<file path="src/rtl/bw_io_cmos_rx_filt.sv">
// Receive-side conditioner for a CMOS2 pad: synchronises to_core, rejects glitches, emits rise/fall pulses.
// Optional edge counter (edge_cnt_clr / edge_cnt) is built when BW_IO_RX_EDGE_CNT_EN is defined.
module bw_io_cmos_rx_filt #(
  parameter int unsigned SYNC_STAGES = 2,
  parameter int unsigned FILT_W      = 4,
  parameter bit          RST_VAL     = 1'b0
) (
  input  logic              clk,
  input  logic              rst,
  input  logic              to_core,
  input  logic              filt_en,
  input  logic [FILT_W-1:0] filt_len,
`ifdef BW_IO_RX_EDGE_CNT_EN
  input  logic              edge_cnt_clr,
  output logic [7:0]        edge_cnt,
`endif
  output logic              data_out,
  output logic              rise_pulse,
  output logic              fall_pulse,
  output logic              pend
);

  localparam int unsigned EDGE_CNT_W = 8;

  typedef enum logic [1:0] {
    ST_LO   = 2'b00,
    PEND_HI = 2'b01,
    ST_HI   = 2'b11,
    PEND_LO = 2'b10
  } state_e;

  logic [SYNC_STAGES-1:0] sync_chain_q;
  logic                   sync_q;
  state_e                 state_q;
  logic [FILT_W-1:0]      cnt_q;
  logic                   data_q;
  logic                   rise_q;
  logic                   fall_q;
  logic                   pend_q;
  logic                   mis_c;
  logic                   in_pend_c;
  logic                   accept_c;

  // Plain flop chain; nothing between the stages.
  always_ff @(posedge clk or posedge rst) begin
    if (rst) begin
      sync_chain_q <= {SYNC_STAGES{RST_VAL}};
    end else begin
      sync_chain_q <= {sync_chain_q[SYNC_STAGES-2:0], to_core};
    end
  end

  assign sync_q = sync_chain_q[SYNC_STAGES-1];

  // A mismatch is accepted once it has persisted filt_len cycles past the first, or at once in bypass.
  always_comb begin
    mis_c     = (sync_q != data_q);
    in_pend_c = (state_q == PEND_HI) || (state_q == PEND_LO);
    accept_c  = 1'b0;
    if (mis_c) begin
      if (!filt_en) begin
        accept_c = 1'b1;
      end else if (in_pend_c) begin
        accept_c = (cnt_q >= filt_len);
      end else begin
        accept_c = (filt_len == '0);
      end
    end
  end

  always_ff @(posedge clk or posedge rst) begin
    if (rst) begin
      state_q <= RST_VAL ? ST_HI : ST_LO;
      cnt_q   <= '0;
      data_q  <= RST_VAL;
      rise_q  <= 1'b0;
      fall_q  <= 1'b0;
      pend_q  <= 1'b0;
    end else begin
      rise_q <= 1'b0;
      fall_q <= 1'b0;
      if (accept_c) begin
        data_q  <= sync_q;
        rise_q  <= sync_q;
        fall_q  <= ~sync_q;
        cnt_q   <= '0;
        pend_q  <= 1'b0;
        state_q <= sync_q ? ST_HI : ST_LO;
      end else if (mis_c && !in_pend_c) begin
        cnt_q   <= FILT_W'(1);
        pend_q  <= 1'b1;
        state_q <= data_q ? PEND_LO : PEND_HI;
      end else if (mis_c) begin
        cnt_q <= cnt_q + FILT_W'(1);
      end else if (in_pend_c) begin
        cnt_q   <= '0;
        pend_q  <= 1'b0;
        state_q <= data_q ? ST_HI : ST_LO;
      end
    end
  end

  assign data_out   = data_q;
  assign rise_pulse = rise_q;
  assign fall_pulse = fall_q;
  assign pend       = pend_q;

`ifdef BW_IO_RX_EDGE_CNT_EN
  logic [EDGE_CNT_W-1:0] edge_cnt_q;

  // Saturating count of emitted pulses; clear has priority over increment.
  always_ff @(posedge clk or posedge rst) begin
    if (rst) begin
      edge_cnt_q <= '0;
    end else if (edge_cnt_clr) begin
      edge_cnt_q <= '0;
    end else if ((rise_q || fall_q) && (edge_cnt_q != {EDGE_CNT_W{1'b1}})) begin
      edge_cnt_q <= edge_cnt_q + EDGE_CNT_W'(1);
    end
  end

  assign edge_cnt = edge_cnt_q;
`endif

endmodule

</file>
<file path="config.mk">
export PLATFORM = sky130hd
export DESIGN_NAME = bw_io_cmos_rx_filt
export DESIGN_NICKNAME = d
export VERILOG_FILES = /design/src/rtl/bw_io_cmos_rx_filt.sv
export SDC_FILE = /design/constraint.sdc
export NUM_CORES = 1
export LEC_CHECK = 0
export ABC_AREA = 1
export CAP_MARGIN = 20
export CORE_MARGIN = 3
export CORE_UTILIZATION = 40
export DETAILED_ROUTE_END_ITERATION = 6
export PLACE_DENSITY = 0.75
export SLEW_MARGIN = 20
export SYNTH_ARGS = -nofsm -noshare
export SYNTH_HDL_FRONTEND = slang
export SYNTH_SLANG_ARGS = --single-unit
export TNS_END_PERCENT = 100
</file>
<file path="constraint.sdc">
create_clock -name clk -period 2.1 [get_ports clk]
set_input_delay 0.315 -clock clk [delete_from_list [all_inputs] [get_ports clk]]
set_output_delay 0.315 -clock clk [all_outputs]
set_load 0.005 [all_outputs]
</file>
==> flow_summary.yaml <==
sta:
  min_period_ns: 1.67
  hold_violations: 0
  timing.slew.headroom: 0.701
  finalSetupTns_ns: 0
  setup_repair_after_global_routing_missed_its_margin: "false"
  slew_of_the_pin_with_the_lowest_slew_margin_ns: 0.448
  min_period_over_period: 0.796
  timing.final.setup_violations: 0
  max_freq_mhz: 598
  hold-worst-slack_ns: 0.354
  slew_viol_final: 0
  finClkSkew_ns: 0.000578
cts:
  post-cts-setup-buffer-count: 0
  cts_tree: "done"
  hold_buffers: 0
  clk-insertion-delay-late_ns: 0.26
  post_cts.resized_instances: 0
  cts_made_buffers: 3
  cts_max_path_buffers: 2
  clock-root-buffer: "sky130_fd_sc_hd__clkbuf_4"
  path_clk_slew_ns: 0.07
  clock-sinks: 12
  cts_htree_levels: 1
logic_synthesis:
  synth.top_cell.area_share: 0.407
  syn-mean-instance-area_um2: 8.88
  synth.yosys.seq_area_share: 0.407
  syn_inst: 83
  synth_flop_cell: "sky130_fd_sc_hd__dfrtp_1"
  ys_seq_elements: 12
  synthMostInstantiatedCell: "sky130_fd_sc_hd__nand2_1"
  synth.top_cells.by_area: "sky130_fd_sc_hd__dfrtp_1 (41%), sky130_fd_sc_hd__ha_1 (8.5%), sky130_fd_sc_hd__nand2_1 (7.1%)"
  synth_edf_count: 0
  synth_cell_type_count: 19
  synthesis.nets: 96
  synthesis.area_um2: 737
  synth.largest_area_cell: "sky130_fd_sc_hd__dfrtp_1"
  ys.warnings.count: 0
  async_flop_share: 1.00
  yosys-top-cells-count: "sky130_fd_sc_hd__nand2_1 (14), sky130_fd_sc_hd__dfrtp_1 (12), sky130_fd_sc_hd__inv_1 (11), sky130_fd_sc_hd__nand3_1 (8)"
drt:
  drt_iter0_markers: 11
  firstDrtPassIters: 4
  remaining_drc_errors: 0
  wirelength_per_cell_um: 10.5
  drt.antenna.violating_nets: 0
  viasPerCell: 4.66
  routed-via-count: 568
  postRouteWirelength_mm: 1.28
grt:
  met3_usage: 0.0550
  busiest_layer: "met2"
  globalRouteMet2Util: 0.215
  grt_use_met1: 0.136
  grt_first_pass_wirelength_mm: 2.23
  grtUsageTotal: 0.121
  number_of_antenna_violations_at_the_first_check_in_global_routing: 0
  grt_pass1_vias: 574
  maximum_number_of_pins_on_one_net_before_global_route_repair: 13
  total_congestion_overflow_after_global_routing: 0
pwr:
  power_density_normalized_to_cell_area_mw_per_mm2: 1030
  vdd_ir_drop_max_mv: 0.567
  power_leakage_nw: 0.457
floorplan:
  ios: 12
  die_span_in_y_um: 48.9
  initial_core_util: 0.457
  die_w_um: 48.9
  placeableCoreArea_mm2: 0.00161
  rows: 14
  die_area_mm2: 0.00239
worst_setup_path:
  reg_to_reg_critical_path_startpoint: "cnt_q[2]"
  worstSetupStartpointType: "primary input"
  timing.critical_path.fanout_max: 4
  timing.critical_path.arrival_ns: 1.83
  reg2reg_to: "state_q[1]"
  ff2ff_path_depth: 11
  cp.required_ns: 2.26
  setup.worst_path.end_class: "flip-flop"
  path_class: "primary input to flip-flop"
  r2r_setup_slack_ns: 0.57
finish:
  fillCellCount: 150
  diodes: 0
  final_layout_size_suffix_gt1_frac: 0.235
  nets: 112
  syn2layout_area_growth_pct: 23.9
min_path:
  min_path_type: "primary input to async pin"
run:
  maxCapViolations: 0
place:
  hpwlAfterDp_mm: 1.09
  port-buffer-count: 11
  gp_congestion: 0.791
run_status:
  run_status: "finished clean"
-- placed cells by master (no fill, tap or decap) --
cell type                          n
sky130_fd_sc_hd__ha_1              5
sky130_fd_sc_hd__nand2_4           1
sky130_fd_sc_hd__nor2_8            2
sky130_fd_sc_hd__nor2_2            3
sky130_fd_sc_hd__o21ai_1           2
sky130_fd_sc_hd__xnor2_1           1
sky130_fd_sc_hd__clkbuf_8          1
sky130_fd_sc_hd__nand4_1           3
sky130_fd_sc_hd__nand4_4           1
sky130_fd_sc_hd__clkbuf_4          3
sky130_fd_sc_hd__inv_1            11
sky130_fd_sc_hd__nand2_1          14
sky130_fd_sc_hd__nor2_4            2
sky130_fd_sc_hd__a21oi_1           2
sky130_fd_sc_hd__clkdlybuf4s50_1  11
sky130_fd_sc_hd__nand3_1           8
sky130_fd_sc_hd__inv_2             5
sky130_fd_sc_hd__nor2_1            4
sky130_fd_sc_hd__nand2_2           5
sky130_fd_sc_hd__xor2_1            1
sky130_fd_sc_hd__dfrtp_1          12
sky130_fd_sc_hd__o21ai_0           1
-- critical path, stage by stage --
cell and delay (ns):
sky130_fd_sc_hd__clkdlybuf4s50_1 0.47, sky130_fd_sc_hd__inv_1 0.05, sky130_fd_sc_hd__ha_1 0.30, sky130_fd_sc_hd__nand2_1 0.07, sky130_fd_sc_hd__nand2_1 0.04, sky130_fd_sc_hd__nand2_1 0.06
sky130_fd_sc_hd__nand3_1 0.08, sky130_fd_sc_hd__nand2_2 0.13, sky130_fd_sc_hd__nand2_4 0.07, sky130_fd_sc_hd__nand2_2 0.06, sky130_fd_sc_hd__nand2_2 0.05, sky130_fd_sc_hd__nand3_1 0.07
sky130_fd_sc_hd__nand2_1 0.05
-- power breakdown --
part           internal (mW)  switching [mW]
registers              0.285          0.0474
logic                  0.168           0.263
clock network          0.105          0.0688
total                  0.558           0.379
-- metal layers --
metal / share of wire / wire, um
met5: 0 / 0
met4: 0 / 0
met3: 0.048 / 61
met2: 0.51 / 648
met1: 0.44 / 566
-- flip-flops by register name (all words and copies together) (netlist names) --
register	cells
rise_pulse	1
data_out	1
sync_chain_q	2
fall_pulse	1
state_q	2
cnt_q	4
pend	1
-- worst max-delay path by stage --
| stage | start | endpoint | slack, ns | depth (start not counted) |
|---|---|---|---|---|
| after floorplan | cnt_q[2] | state_q[1] | 0.72 | 11 |
| after global placement | filt_len[1] | state_q[1] | 0.18 | 13 |
| after global routing | filt_len[1] | state_q[1] | 0.29 | 12 |
| after detailed placement | filt_len[3] | state_q[1] | 0.15 | 11 |
| final | filt_len[1] | state_q[1] | 0.43 | 13 |
| after CTS | filt_len[3] | state_q[1] | 0.44 | 11 |
-- cells by family after synthesis --
logic type      Yosys count  share of synthesized area
flops                    12                      0.407
fa+ha+maj                 5                     0.0849
compound gates            5                     0.0340
xor+xnor                  2                     0.0238
buf+inv                  16                     0.0815
simple gates             43                      0.368
-- final cells by class --
class	instances	area, um2	area share
Clock buffer	4	36.3	0.0397
Timing Repair Buffer	11	110	0.121
Inverter	16	60.1	0.0658
Multi-Input combinational cell	55	377	0.412
Sequential cell	12	300	0.329
Tap cell	24	30.0	0.0329
-- per-stage QoR --
| stage | cells | power, mW | cell area [um2] | setup WS, ns | utilization |
|---|---|---|---|---|---|
| after floorplan | 83 | 0.656 | 737 | 0.716 | - |
| after global placement | 118 | 0.756 | 877 | 0.176 | 0.544 |
| after detailed placement | 118 | 0.769 | 877 | 0.147 | 0.544 |
| after CTS | 122 | 0.950 | 913 | 0.435 | 0.567 |
| after global routing | 122 | 1.02 | 913 | 0.291 | 0.567 |
| final | 122 | 0.937 | 913 | 0.428 | 0.567 |
No activity file was read; power rests on OpenSTA's default activity.
